[src/rtl/sakebi_pkg.sv]
// sakebi_pkg
// Shared definitions for the sakebi RX frame controller:
//   - rx_state_t       : controller state encoding (IDLE / RECV / LAST)
//   - TUSER_*          : bit positions inside the 3-bit close status (TUSER)
//   - *_DEF            : default minimum/maximum frame length and idle timeout
//   - LEN_W / LEN_MAX  : width and saturation value of the frame length counter
//   - mac_byte()       : picks destination-address byte 1..6 (byte 1 = MSB)
// Optional feature macro used by the importing files: SAKEBI_RXCTRL_MACFILT_EN
package sakebi_pkg;

    typedef enum logic [1:0] {
        ST_IDLE = 2'd0,
        ST_RECV = 2'd1,
        ST_LAST = 2'd2
    } rx_state_t;

    localparam int TUSER_W       = 3;
    localparam int TUSER_LEN_ERR = 0;
    localparam int TUSER_OVF     = 1;
    localparam int TUSER_ADDR    = 2;

    localparam int MIN_LEN_DEF      = 64;
    localparam int MAX_LEN_DEF      = 1518;
    localparam int IDLE_TIMEOUT_DEF = 16;

    localparam int LEN_W     = 11;
    localparam logic [LEN_W-1:0] LEN_MAX = '1;
    localparam int MAC_BYTES = 6;

    // Destination address arrives MSB first, so frame position 1 is addr[47:40].
    function automatic logic [7:0] mac_byte(input logic [47:0] addr,
                                            input logic [LEN_W-1:0] pos);
        logic [7:0] b;
        b = 8'h00;
        case (pos)
            11'd1:   b = addr[47:40];
            11'd2:   b = addr[39:32];
            11'd3:   b = addr[31:24];
            11'd4:   b = addr[23:16];
            11'd5:   b = addr[15:8];
            11'd6:   b = addr[7:0];
            default: b = 8'h00;
        endcase
        return b;
    endfunction

endpackage

[src/rtl/sakebi_rx_gap_timer.sv]
// sakebi_rx_gap_timer
// Counts idle cycles between received bytes and flags when the line has been
// silent long enough to close a frame.
// Ports:
//   i_axis_ACLK     clock
//   i_axis_ARESETn  asynchronous active-low reset
//   clr             synchronous clear (highest priority)
//   en              count one more silent cycle
//   tc              terminal-count pulse: en is high while count == LIMIT-1
module sakebi_rx_gap_timer #(
    parameter int LIMIT = 16,
    localparam int CW = $clog2(LIMIT + 1)
) (
    input  logic i_axis_ACLK,
    input  logic i_axis_ARESETn,
    input  logic clr,
    input  logic en,
    output logic tc
);

    logic [CW-1:0] cnt;

    assign tc = en && (cnt == CW'(LIMIT - 1));

    // Holds at the terminal value so a stalled close does not wrap the count.
    always_ff @(posedge i_axis_ACLK or negedge i_axis_ARESETn) begin
        if (!i_axis_ARESETn) begin
            cnt <= '0;
        end else if (clr) begin
            cnt <= '0;
        end else if (en && !tc) begin
            cnt <= cnt + CW'(1);
        end
    end

endmodule

[src/rtl/sakebi_rx_frame_ctrl.sv]
// sakebi_rx_frame_ctrl
// Turns the unframed byte strobe of an RMII receiver into an AXI-Stream frame.
// A byte is held in H until the next byte (or the idle timeout) proves whether
// it is the last one, then moves to the output register O with TLAST/TUSER.
// Ports:
//   i_axis_ACLK / i_axis_ARESETn     clock, asynchronous active-low reset
//   i_s_axis_TVALID/TDATA, o_s_axis_TREADY   input bytes (TREADY always 1)
//   o_m_axis_TVALID/TDATA/TLAST/TUSER, i_m_axis_TREADY   output stream
//       TUSER on TLAST: [0] length error, [1] overflow, [2] address mismatch
//   o_frame_cnt   frames closed (wraps)
//   o_err_cnt     frames closed with TUSER!=0 plus bytes dropped in LAST (wraps)
//   i_mac_addr    station address, present only with SAKEBI_RXCTRL_MACFILT_EN
// Macro SAKEBI_RXCTRL_MACFILT_EN enables destination-address filtering.
module sakebi_rx_frame_ctrl
    import sakebi_pkg::*;
#(
    parameter int DATA_WIDTH   = 8,
    parameter int IDLE_TIMEOUT = IDLE_TIMEOUT_DEF,
    parameter int MIN_LEN      = MIN_LEN_DEF,
    parameter int MAX_LEN      = MAX_LEN_DEF
) (
    input  logic                  i_axis_ACLK,
    input  logic                  i_axis_ARESETn,
    input  logic                  i_s_axis_TVALID,
    input  logic [DATA_WIDTH-1:0] i_s_axis_TDATA,
    output logic                  o_s_axis_TREADY,
    output logic                  o_m_axis_TVALID,
    input  logic                  i_m_axis_TREADY,
    output logic [DATA_WIDTH-1:0] o_m_axis_TDATA,
    output logic                  o_m_axis_TLAST,
    output logic [TUSER_W-1:0]    o_m_axis_TUSER,
    output logic [15:0]           o_frame_cnt,
    output logic [15:0]           o_err_cnt
`ifdef SAKEBI_RXCTRL_MACFILT_EN
    ,
    input  logic [47:0]           i_mac_addr
`endif
);

    localparam logic [LEN_W-1:0] MIN_LEN_C = LEN_W'(MIN_LEN);
    localparam logic [LEN_W-1:0] MAX_LEN_C = LEN_W'(MAX_LEN);

    rx_state_t             state;
    logic [DATA_WIDTH-1:0] h_data;
    logic                  h_valid;
    logic [LEN_W-1:0]      len_q;
    logic                  ovf_q;
    logic                  gap_tc;
    logic                  o_free;
    logic                  do_close;
    logic                  len_err;
    logic                  addr_err;
    logic [LEN_W-1:0]      len_inc;
    logic [TUSER_W-1:0]    close_user;
    logic                  close_err;
    logic                  last_drop;

    assign o_s_axis_TREADY = 1'b1;

    // O can take a new beat when empty or when its current beat leaves this cycle.
    assign o_free   = !o_m_axis_TVALID || i_m_axis_TREADY;
    assign len_inc  = (len_q == LEN_MAX) ? len_q : len_q + LEN_W'(1);
    assign len_err  = (len_q < MIN_LEN_C) || (len_q > MAX_LEN_C);
    assign do_close = h_valid && o_free &&
                      ((state == ST_RECV && gap_tc) || state == ST_LAST);
    assign close_err = do_close && (close_user != '0);
    assign last_drop = (state == ST_LAST) && i_s_axis_TVALID;

`ifdef SAKEBI_RXCTRL_MACFILT_EN
    logic mac_ok;
    logic bc_ok;
    assign addr_err = !(mac_ok || bc_ok) || (len_q < LEN_W'(MAC_BYTES));
`else
    assign addr_err = 1'b0;
`endif

    always_comb begin
        close_user                = '0;
        close_user[TUSER_LEN_ERR] = len_err;
        close_user[TUSER_OVF]     = ovf_q;
        close_user[TUSER_ADDR]    = addr_err;
    end

    sakebi_rx_gap_timer #(
        .LIMIT(IDLE_TIMEOUT)
    ) u_gap_timer (
        .i_axis_ACLK   (i_axis_ACLK),
        .i_axis_ARESETn(i_axis_ARESETn),
        .clr           ((state != ST_RECV) || i_s_axis_TVALID),
        .en            ((state == ST_RECV) && !i_s_axis_TVALID),
        .tc            (gap_tc)
    );

    // Frame FSM with the H/O datapath. The close load sits after the case so
    // it overrides the per-state defaults in the cycle it happens.
    always_ff @(posedge i_axis_ACLK or negedge i_axis_ARESETn) begin
        if (!i_axis_ARESETn) begin
            state           <= ST_IDLE;
            h_data          <= '0;
            h_valid         <= 1'b0;
            len_q           <= '0;
            ovf_q           <= 1'b0;
            o_m_axis_TVALID <= 1'b0;
            o_m_axis_TDATA  <= '0;
            o_m_axis_TLAST  <= 1'b0;
            o_m_axis_TUSER  <= '0;
            o_frame_cnt     <= '0;
            o_err_cnt       <= '0;
`ifdef SAKEBI_RXCTRL_MACFILT_EN
            mac_ok          <= 1'b0;
            bc_ok           <= 1'b0;
`endif
        end else begin
            if (o_m_axis_TVALID && i_m_axis_TREADY) begin
                o_m_axis_TVALID <= 1'b0;
            end

            unique case (state)
                ST_IDLE: begin
                    if (i_s_axis_TVALID) begin
                        h_data  <= i_s_axis_TDATA;
                        h_valid <= 1'b1;
                        len_q   <= LEN_W'(1);
                        ovf_q   <= 1'b0;
                        state   <= ST_RECV;
`ifdef SAKEBI_RXCTRL_MACFILT_EN
                        mac_ok  <= (i_s_axis_TDATA[7:0] == mac_byte(i_mac_addr, LEN_W'(1)));
                        bc_ok   <= (i_s_axis_TDATA[7:0] == 8'hFF);
`endif
                    end
                end
                ST_RECV: begin
                    if (i_s_axis_TVALID) begin
                        if (o_free) begin
                            o_m_axis_TDATA  <= h_data;
                            o_m_axis_TLAST  <= 1'b0;
                            o_m_axis_TUSER  <= '0;
                            o_m_axis_TVALID <= 1'b1;
                            h_data          <= i_s_axis_TDATA;
                            len_q           <= len_inc;
`ifdef SAKEBI_RXCTRL_MACFILT_EN
                            if (len_inc <= LEN_W'(MAC_BYTES)) begin
                                mac_ok <= mac_ok &&
                                          (i_s_axis_TDATA[7:0] == mac_byte(i_mac_addr, len_inc));
                                bc_ok  <= bc_ok && (i_s_axis_TDATA[7:0] == 8'hFF);
                            end
`endif
                        end else begin
                            ovf_q <= 1'b1;
                        end
                    end else if (gap_tc && !o_free) begin
                        state <= ST_LAST;
                    end
                end
                ST_LAST: begin
                    // Safety exit should H ever be empty here; normally do_close leaves.
                    if (!h_valid) begin
                        state <= ST_IDLE;
                    end
                end
                default: state <= ST_IDLE;
            endcase

            if (do_close) begin
                o_m_axis_TDATA  <= h_data;
                o_m_axis_TLAST  <= 1'b1;
                o_m_axis_TUSER  <= close_user;
                o_m_axis_TVALID <= 1'b1;
                h_valid         <= 1'b0;
                state           <= ST_IDLE;
            end

            o_frame_cnt <= o_frame_cnt + 16'(do_close);
            o_err_cnt   <= o_err_cnt + 16'(close_err) + 16'(last_drop);
        end
    end

endmodule
[config.mk]
export PLATFORM = sky130hd
export DESIGN_NAME = sakebi_rx_frame_ctrl
export DESIGN_NICKNAME = d
export VERILOG_FILES = /design/src/rtl/sakebi_pkg.sv /design/src/rtl/sakebi_rx_gap_timer.sv /design/src/rtl/sakebi_rx_frame_ctrl.sv
export SDC_FILE = /design/constraint.sdc
export NUM_CORES = 1
export LEC_CHECK = 0
export CORE_MARGIN = 2
export CORE_UTILIZATION = 40
export CTS_BUF_LIST = sky130_fd_sc_hd__clkbuf_8 sky130_fd_sc_hd__clkbuf_16
export DETAILED_ROUTE_END_ITERATION = 12
export PLACE_DENSITY = 0.66
export SLEW_MARGIN = 5
export SYNTH_ARGS = -nofsm -noshare
export SYNTH_HDL_FRONTEND = slang
export SYNTH_SLANG_ARGS = --single-unit
[constraint.sdc]
create_clock -name i_axis_ACLK -period 2.75 [get_ports i_axis_ACLK]
set_clock_uncertainty 0.15 [all_clocks]
set_input_delay 0.275 -clock i_axis_ACLK [delete_from_list [all_inputs] [get_ports i_axis_ACLK]]
set_output_delay 0.275 -clock i_axis_ACLK [all_outputs]
set_load 0.02 [all_outputs]
==> results of run 1 <==
worst max-delay path, delay by kind of cell, from the launching register on:
family | cells | cell delay [ns]
flops | 1 | 0.42
simple gates | 4 | 0.51
xor+xnor | 1 | 0.15
fa+ha+maj | 4 | 1.05
compound gates | 2 | 0.21
cells in the mapped netlist (5+ instances only):
| library cell | number |
|---|---|
| a21oi_1 | 13 |
| nor3_1 | 9 |
| nand3_1 | 17 |
| xor2_1 | 16 |
| dfrtp_1 | 72 |
| nand2_1 | 45 |
| inv_1 | 6 |
| xnor2_1 | 15 |
| and3_1 | 5 |
| mux2_2 | 8 |
| ha_1 | 6 |
| and2_1 | 6 |
| nand4_1 | 7 |
| nor2_1 | 17 |
| or4_1 | 6 |
| o31ai_1 | 5 |
registers in the layout (all words and copies together) (netlist names):
signal,cells
o_m_axis_TDATA,8
state,2
o_frame_cnt,16
len_q,11
ovf_q,1
h_data,8
o_err_cnt,16
o_m_axis_TUSER,2
u_gap_timer.cnt,5
h_valid,1
o_m_axis_TVALID,1
o_m_axis_TLAST,1
power breakdown:
part / internal [µW] / switching (µW) / leakage [µW]
Sequential: 1140 / 75.3 / 0.000941
Clock: 465 / 385 / 0.0000976
Combinational: 142 / 147 / 0.000868
per-stage QoR:
stage | instance area (µm²) | total power, µW | setup TNS (ns)
2_1_floorplan | 3270 | 1390 | 0
3_3_place_gp | 3930 | 1520 | 0
3_5_place_dp | 3930 | 1530 | 0
4_1_cts | 4140 | 2390 | 0
5_1_grt | 4180 | 2480 | -0.00493
6_report | 4180 | 2360 | 0
final timing paths:
path / start / endpoint / slack, ns
max: u_gap_timer.cnt[0] / o_err_cnt[12] / 0.15
min: i_s_axis_TDATA[6] / h_data[6] / 0.31
max reg2reg: u_gap_timer.cnt[0] / o_err_cnt[12] / 0.15
min reg2reg: o_frame_cnt[15] / o_frame_cnt[15] / 0.32
max in group asynchronous: i_axis_ARESETn / o_m_axis_TVALID / 1.41
min in group asynchronous: i_axis_ARESETn / len_q[3] / 0.45
layout make-up:
cell class | instances | area (µm²) | area share
flip-flops and latches | 72 | 1800 | 0.431
repair buffers | 62 | 603 | 0.144
inverters | 6 | 22.5 | 0.00538
multi-input cells | 214 | 1420 | 0.340
clock inverters | 4 | 53.8 | 0.0129
clock buffers | 11 | 151 | 0.0362
well taps | 102 | 128 | 0.0305
cells by family after synthesis:
family	count (synthesis)
AOI/OAI and AO/OA	35
other	2
adders and majority gates	7
muxes	9
and+or+nand+nor	130
buffers and inverters	16
DFF	72
xor gates and xnor gates	31
per-layer routing:
metal / vias up / share of wire / track usage
met5: - / 0 / 0
met4: 0 / 0.013 / 0.0531
met3: 7 / 0.042 / 0.0385
met2: 41 / 0.44 / 0.224
met1: 1227 / 0.50 / 0.231
li1: 1175 / - / -
repair_timing:
action,CTS,global route
resized for setup,0,8
hold buffers,1,0
setup endpoints to repair,0,9
endpoints found under the hold margin,72,0
==> flow_summary.json, run 1 <==
{
  "outcome": "complete, no violations",
  "dieArea_um2": 8890,
  "worstMarginPinSlew_ns": 0.887,
  "cts_sinks": 72,
  "hold_depth": 3,
  "path_class": "reg2reg",
  "relSlewSlack": 0.409,
  "grt_max_degree": 73,
  "min_period_over_period": 0.947,
  "syn_nets": 321,
  "place_hpwl_mm": 4.39,
  "critical_path_required_ns": 2.81,
  "nets": 384,
  "syn_to_final_growth_pct": 28.3,
  "final-instance-count-excl-fill": 471,
  "initial_utilization": 0.418,
  "synth_top_area_cell": "dfrtp_1",
  "setup_slack_ns": 0.147,
  "syn_area_per_cell_um2": 10.8,
  "slew_violations": 0,
  "ff2ff_path_depth": 11,
  "synth_compound_area_frac": 0.0714,
  "cap_viol_max_count": 0,
  "routed-via-count": 2450,
  "ys_async_sr_fraction": 1.00,
  "synthTopCellsByArea": "dfrtp_1 (55%), nand2_1 (5.2%), xor2_1 (4.3%)",
  "setup_viol": 0,
  "cp-start-kind": "register",
  "ys.flop_type": "dfrtp_1",
  "hold_viol": 0,
  "die_height_um": 94.3,
  "overflow": 0,
  "drive_above_1_share": 0.114,
  "antenna_found_initial": 0,
  "post-cts-setup-buffer-count": 0,
  "p_per_area_nw_per_um2": 564,
  "synth-xor-area-share": 0.0833,
  "io_pins": 58,
  "routed_wl_mm": 6.48,
  "drt-pass1-iter-count": 4,
  "grt_pass1_vias": 2277,
  "ir_drop_v": 0.000357,
  "cp_common_cell": "ha_1",
  "antenna_cells": 0,
  "drtAntennaViolNets": 0,
  "drt_iter0_markers": 139,
  "end_kind": "register",
  "cts_buffers": 9,
  "portBuffers": 55,
  "critical_path_arrival_ns": 2.67,
  "worst_path_max_delay_cell": "dfrtp_1",
  "synth_edf_count": 0,
  "worst_hold_path_type": "in2reg",
  "ys_seq_area_frac": 0.553,
  "synth_fa_ha_area_frac": 0.0292,
  "post-route-drc-count": 0,
  "syn_inst": 302,
  "yosysTopAreaCellShare": 0.553,
  "cts_tree": "built",
  "synth-seq-cells": 72,
  "rows": 32,
  "period_needed_ns": 2.60,
  "core_um2": 7810,
  "synth_area_um2": 3260,
  "clock_latency_ns": 0.33,
  "place.gp.congestion": 0.792,
  "ys_warn_count": 0,
  "ys_types": 43,
  "clk_pin_slew_ns": 0.07,
  "fillers": 719,
  "root_buffer": "clkbuf_8",
  "utilization": 0.536,
  "dp_slack_ns": 0.0992,
  "synth_top_family_by_area": "simple AND/OR/NAND/NOR gates",
  "crit_fanout": 5,
  "final_cell_mix": "dfrtp_1 (72), clkdlybuf4s50_1 (54), nand2_1 (45), nor2_1 (17), nand3_1 (17)",
  "htree_num_levels": 3,
  "dp.cells": 455,
  "final_common_cell": "dfrtp_1",
  "grt_use_total": 0.156,
  "clock.fmax_mhz": 384,
  "crit_path_max_incr_delay_ns": 0.42,
  "synthSimpleGateAreaFrac": 0.206,
  "yosys-mux-area-fraction": 0.0307,
  "grt_pass1_wl_mm": 11.0,
  "die_w_um": 94.3,
  "rsz0062_at_grt": "yes",
  "p_leak_uw": 0.00191,
  "avgRoutedWirePerCell_um": 13.8,
  "cts_buffer_depth": 2,
  "path_cells": "ha_1 -> and3_1 -> ha_1 -> nand3_1 -> a21oi_2 -> o21a_1 -> fa_1 -> ha_2 -> nand2_1 -> nor3_1 -> xor2_1",
  "fin_hold_ws_ns": 0.314,
  "viasPerCell": 5.20
}
Power figures use the tool's default switching activity.
==> inputs of run 2 (changes only) <==
ABC_AREA = 0   (was default)
CTS_CLUSTER_SIZE = 10   (was default)
SKIP_LAST_GASP = 1   (was default)
==> run 2 against run 1 <==
Clock power is essentially flat. Combinational power is essentially flat. Sequential power is essentially flat. Fmax grew 0.18%. Register-to-register slack is essentially flat. Non-clock buffer count is the same. Count of clock-buffer cells in the layout is the same. Critical path depth is the same. Wire length is essentially flat. Die area is the same. Via count grew 0.29%. Worst hold slack gained 0.0024 ns. Largest cell class unchanged.
==> flow_summary.json, run 2 (synthesis results as in run 1) <==
{
  "place.gp.congestion": 0.792,
  "drt-pass1-iter-count": 4,
  "drive_above_1_share": 0.108,
  "die_height_um": 94.3,
  "avgRoutedWirePerCell_um": 13.7,
  "die_w_um": 94.3,
  "antenna_found_initial": 0,
  "ir_drop_v": 0.000357,
  "rsz0062_at_grt": "yes",
  "core_um2": 7810,
  "period_needed_ns": 2.60,
  "routed-via-count": 2457,
  "cts_tree": "built",
  "overflow": 0,
  "hold_depth": 3,
  "crit_fanout": 5,
  "final_common_cell": "dfrtp_1",
  "cp-start-kind": "register",
  "critical_path_arrival_ns": 2.66,
  "cts_buffer_depth": 2,
  "place_hpwl_mm": 4.39,
  "critical_path_required_ns": 2.81,
  "fin_hold_ws_ns": 0.316,
  "clock.fmax_mhz": 385,
  "ff2ff_path_depth": 11,
  "final_cell_mix": "dfrtp_1 (72), clkdlybuf4s50_1 (54), nand2_1 (45), nor2_1 (17), nand3_1 (17)",
  "cts_buffers": 9,
  "path_class": "reg2reg",
  "htree_num_levels": 3,
  "grt_pass1_vias": 2277,
  "root_buffer": "clkbuf_8",
  "worst_hold_path_type": "in2reg",
  "antenna_cells": 0,
  "p_leak_uw": 0.00189,
  "utilization": 0.534,
  "post-route-drc-count": 0,
  "cap_viol_max_count": 0,
  "power_uw": 2360,
  "top_regs": "o_err_cnt x16, o_frame_cnt x16, len_q x11",
  "nets": 384,
  "post-cts-setup-buffer-count": 0,
  "portBuffers": 55,
  "io_pins": 58,
  "slew_violations": 0,
  "p_per_area_nw_per_um2": 566,
  "grt_pass1_wl_mm": 11.0,
  "setup_viol": 0,
  "syn_to_final_growth_pct": 27.8,
  "initial_utilization": 0.418,
  "relSlewSlack": 0.407,
  "end_kind": "register",
  "min_period_over_period": 0.945,
  "grt_max_degree": 73,
  "clock_latency_ns": 0.33,
  "outcome": "complete, no violations",
  "grt_use_total": 0.156,
  "drt_iter0_markers": 137,
  "viasPerCell": 5.22,
  "drtAntennaViolNets": 0,
  "worstMarginPinSlew_ns": 0.889,
  "clk_pin_slew_ns": 0.07,
  "routed_wl_mm": 6.48,
  "rows": 32,
  "dieArea_um2": 8890,
  "cts_sinks": 72,
  "hold_viol": 0
}
[run 2: cell count changes in the layout (fill, tap and decap cells not counted)]
cell,previous run,this run
ha_1,4,5
ha_2,2,1
nor3_1,7,8
nor3_2,2,1
nor4_2,0,1
nor4_4,2,1
[run 2: metrics by stage]
stage               area, µm²  std cells  setup slack [ns]  setup TNS [ns]
global route             4170        471           -0.0713          -0.136
detailed placement       3930        455            0.0992               0
CTS                      4140        471            0.0839               0
floorplan                3270        302            0.0933               0
finish                   4170        471             0.152               0
global placement         3930        455             0.132               0
[run 2: layout make-up]
type	instances	area, µm²
Clock inverter	4	53.8
Inverter	6	22.5
Multi-Input combinational cell	214	1410
Clock buffer	11	151
Timing Repair Buffer	62	603
Fill cell	718	3640
Tap cell	102	128
Sequential cell	72	1800
[run 2: what timing repair did]
action                     CTS  global route
setup endpoints to repair    0             9
hold endpoints to repair    72             0
resized for setup            0             5
hold buffers                 1             0
[run 2: final timing paths]
kind,start,slack [ns],endpoint
max,u_gap_timer.cnt[0],0.15,o_err_cnt[14]
min reg2reg,o_frame_cnt[15],0.32,o_frame_cnt[15]
max in group asynchronous,i_axis_ARESETn,1.41,o_m_axis_TVALID
max reg2reg,u_gap_timer.cnt[0],0.15,o_err_cnt[14]
min in group asynchronous,i_axis_ARESETn,0.45,len_q[3]
min,i_s_axis_TDATA[6],0.32,h_data[6]
[run 2: worst max-delay path: stages, from the launching register on]
cell and delay (ns):
dfrtp_1 0.42, ha_1 0.21, and3_1 0.18, ha_1 0.19
nand3_1 0.13, a21oi_2 0.09, o21a_1 0.12, fa_1 0.41
ha_2 0.24, nand2_1 0.12, nor3_1 0.07, xor2_1 0.15
[run 2: power breakdown]
group	switching, µW	internal, µW
sequential	75.3	1140
clock	385	465
combinational	147	142
total	608	1750
[run 2: metal layers]
metal / GRT usage / part of all wire / up-vias
li1: - / - / 1175
met1: 0.231 / 0.50 / 1224
met2: 0.224 / 0.44 / 51
met3: 0.0385 / 0.046 / 7
met4: 0.0531 / 0.012 / 0
met5: 0 / 0 / -
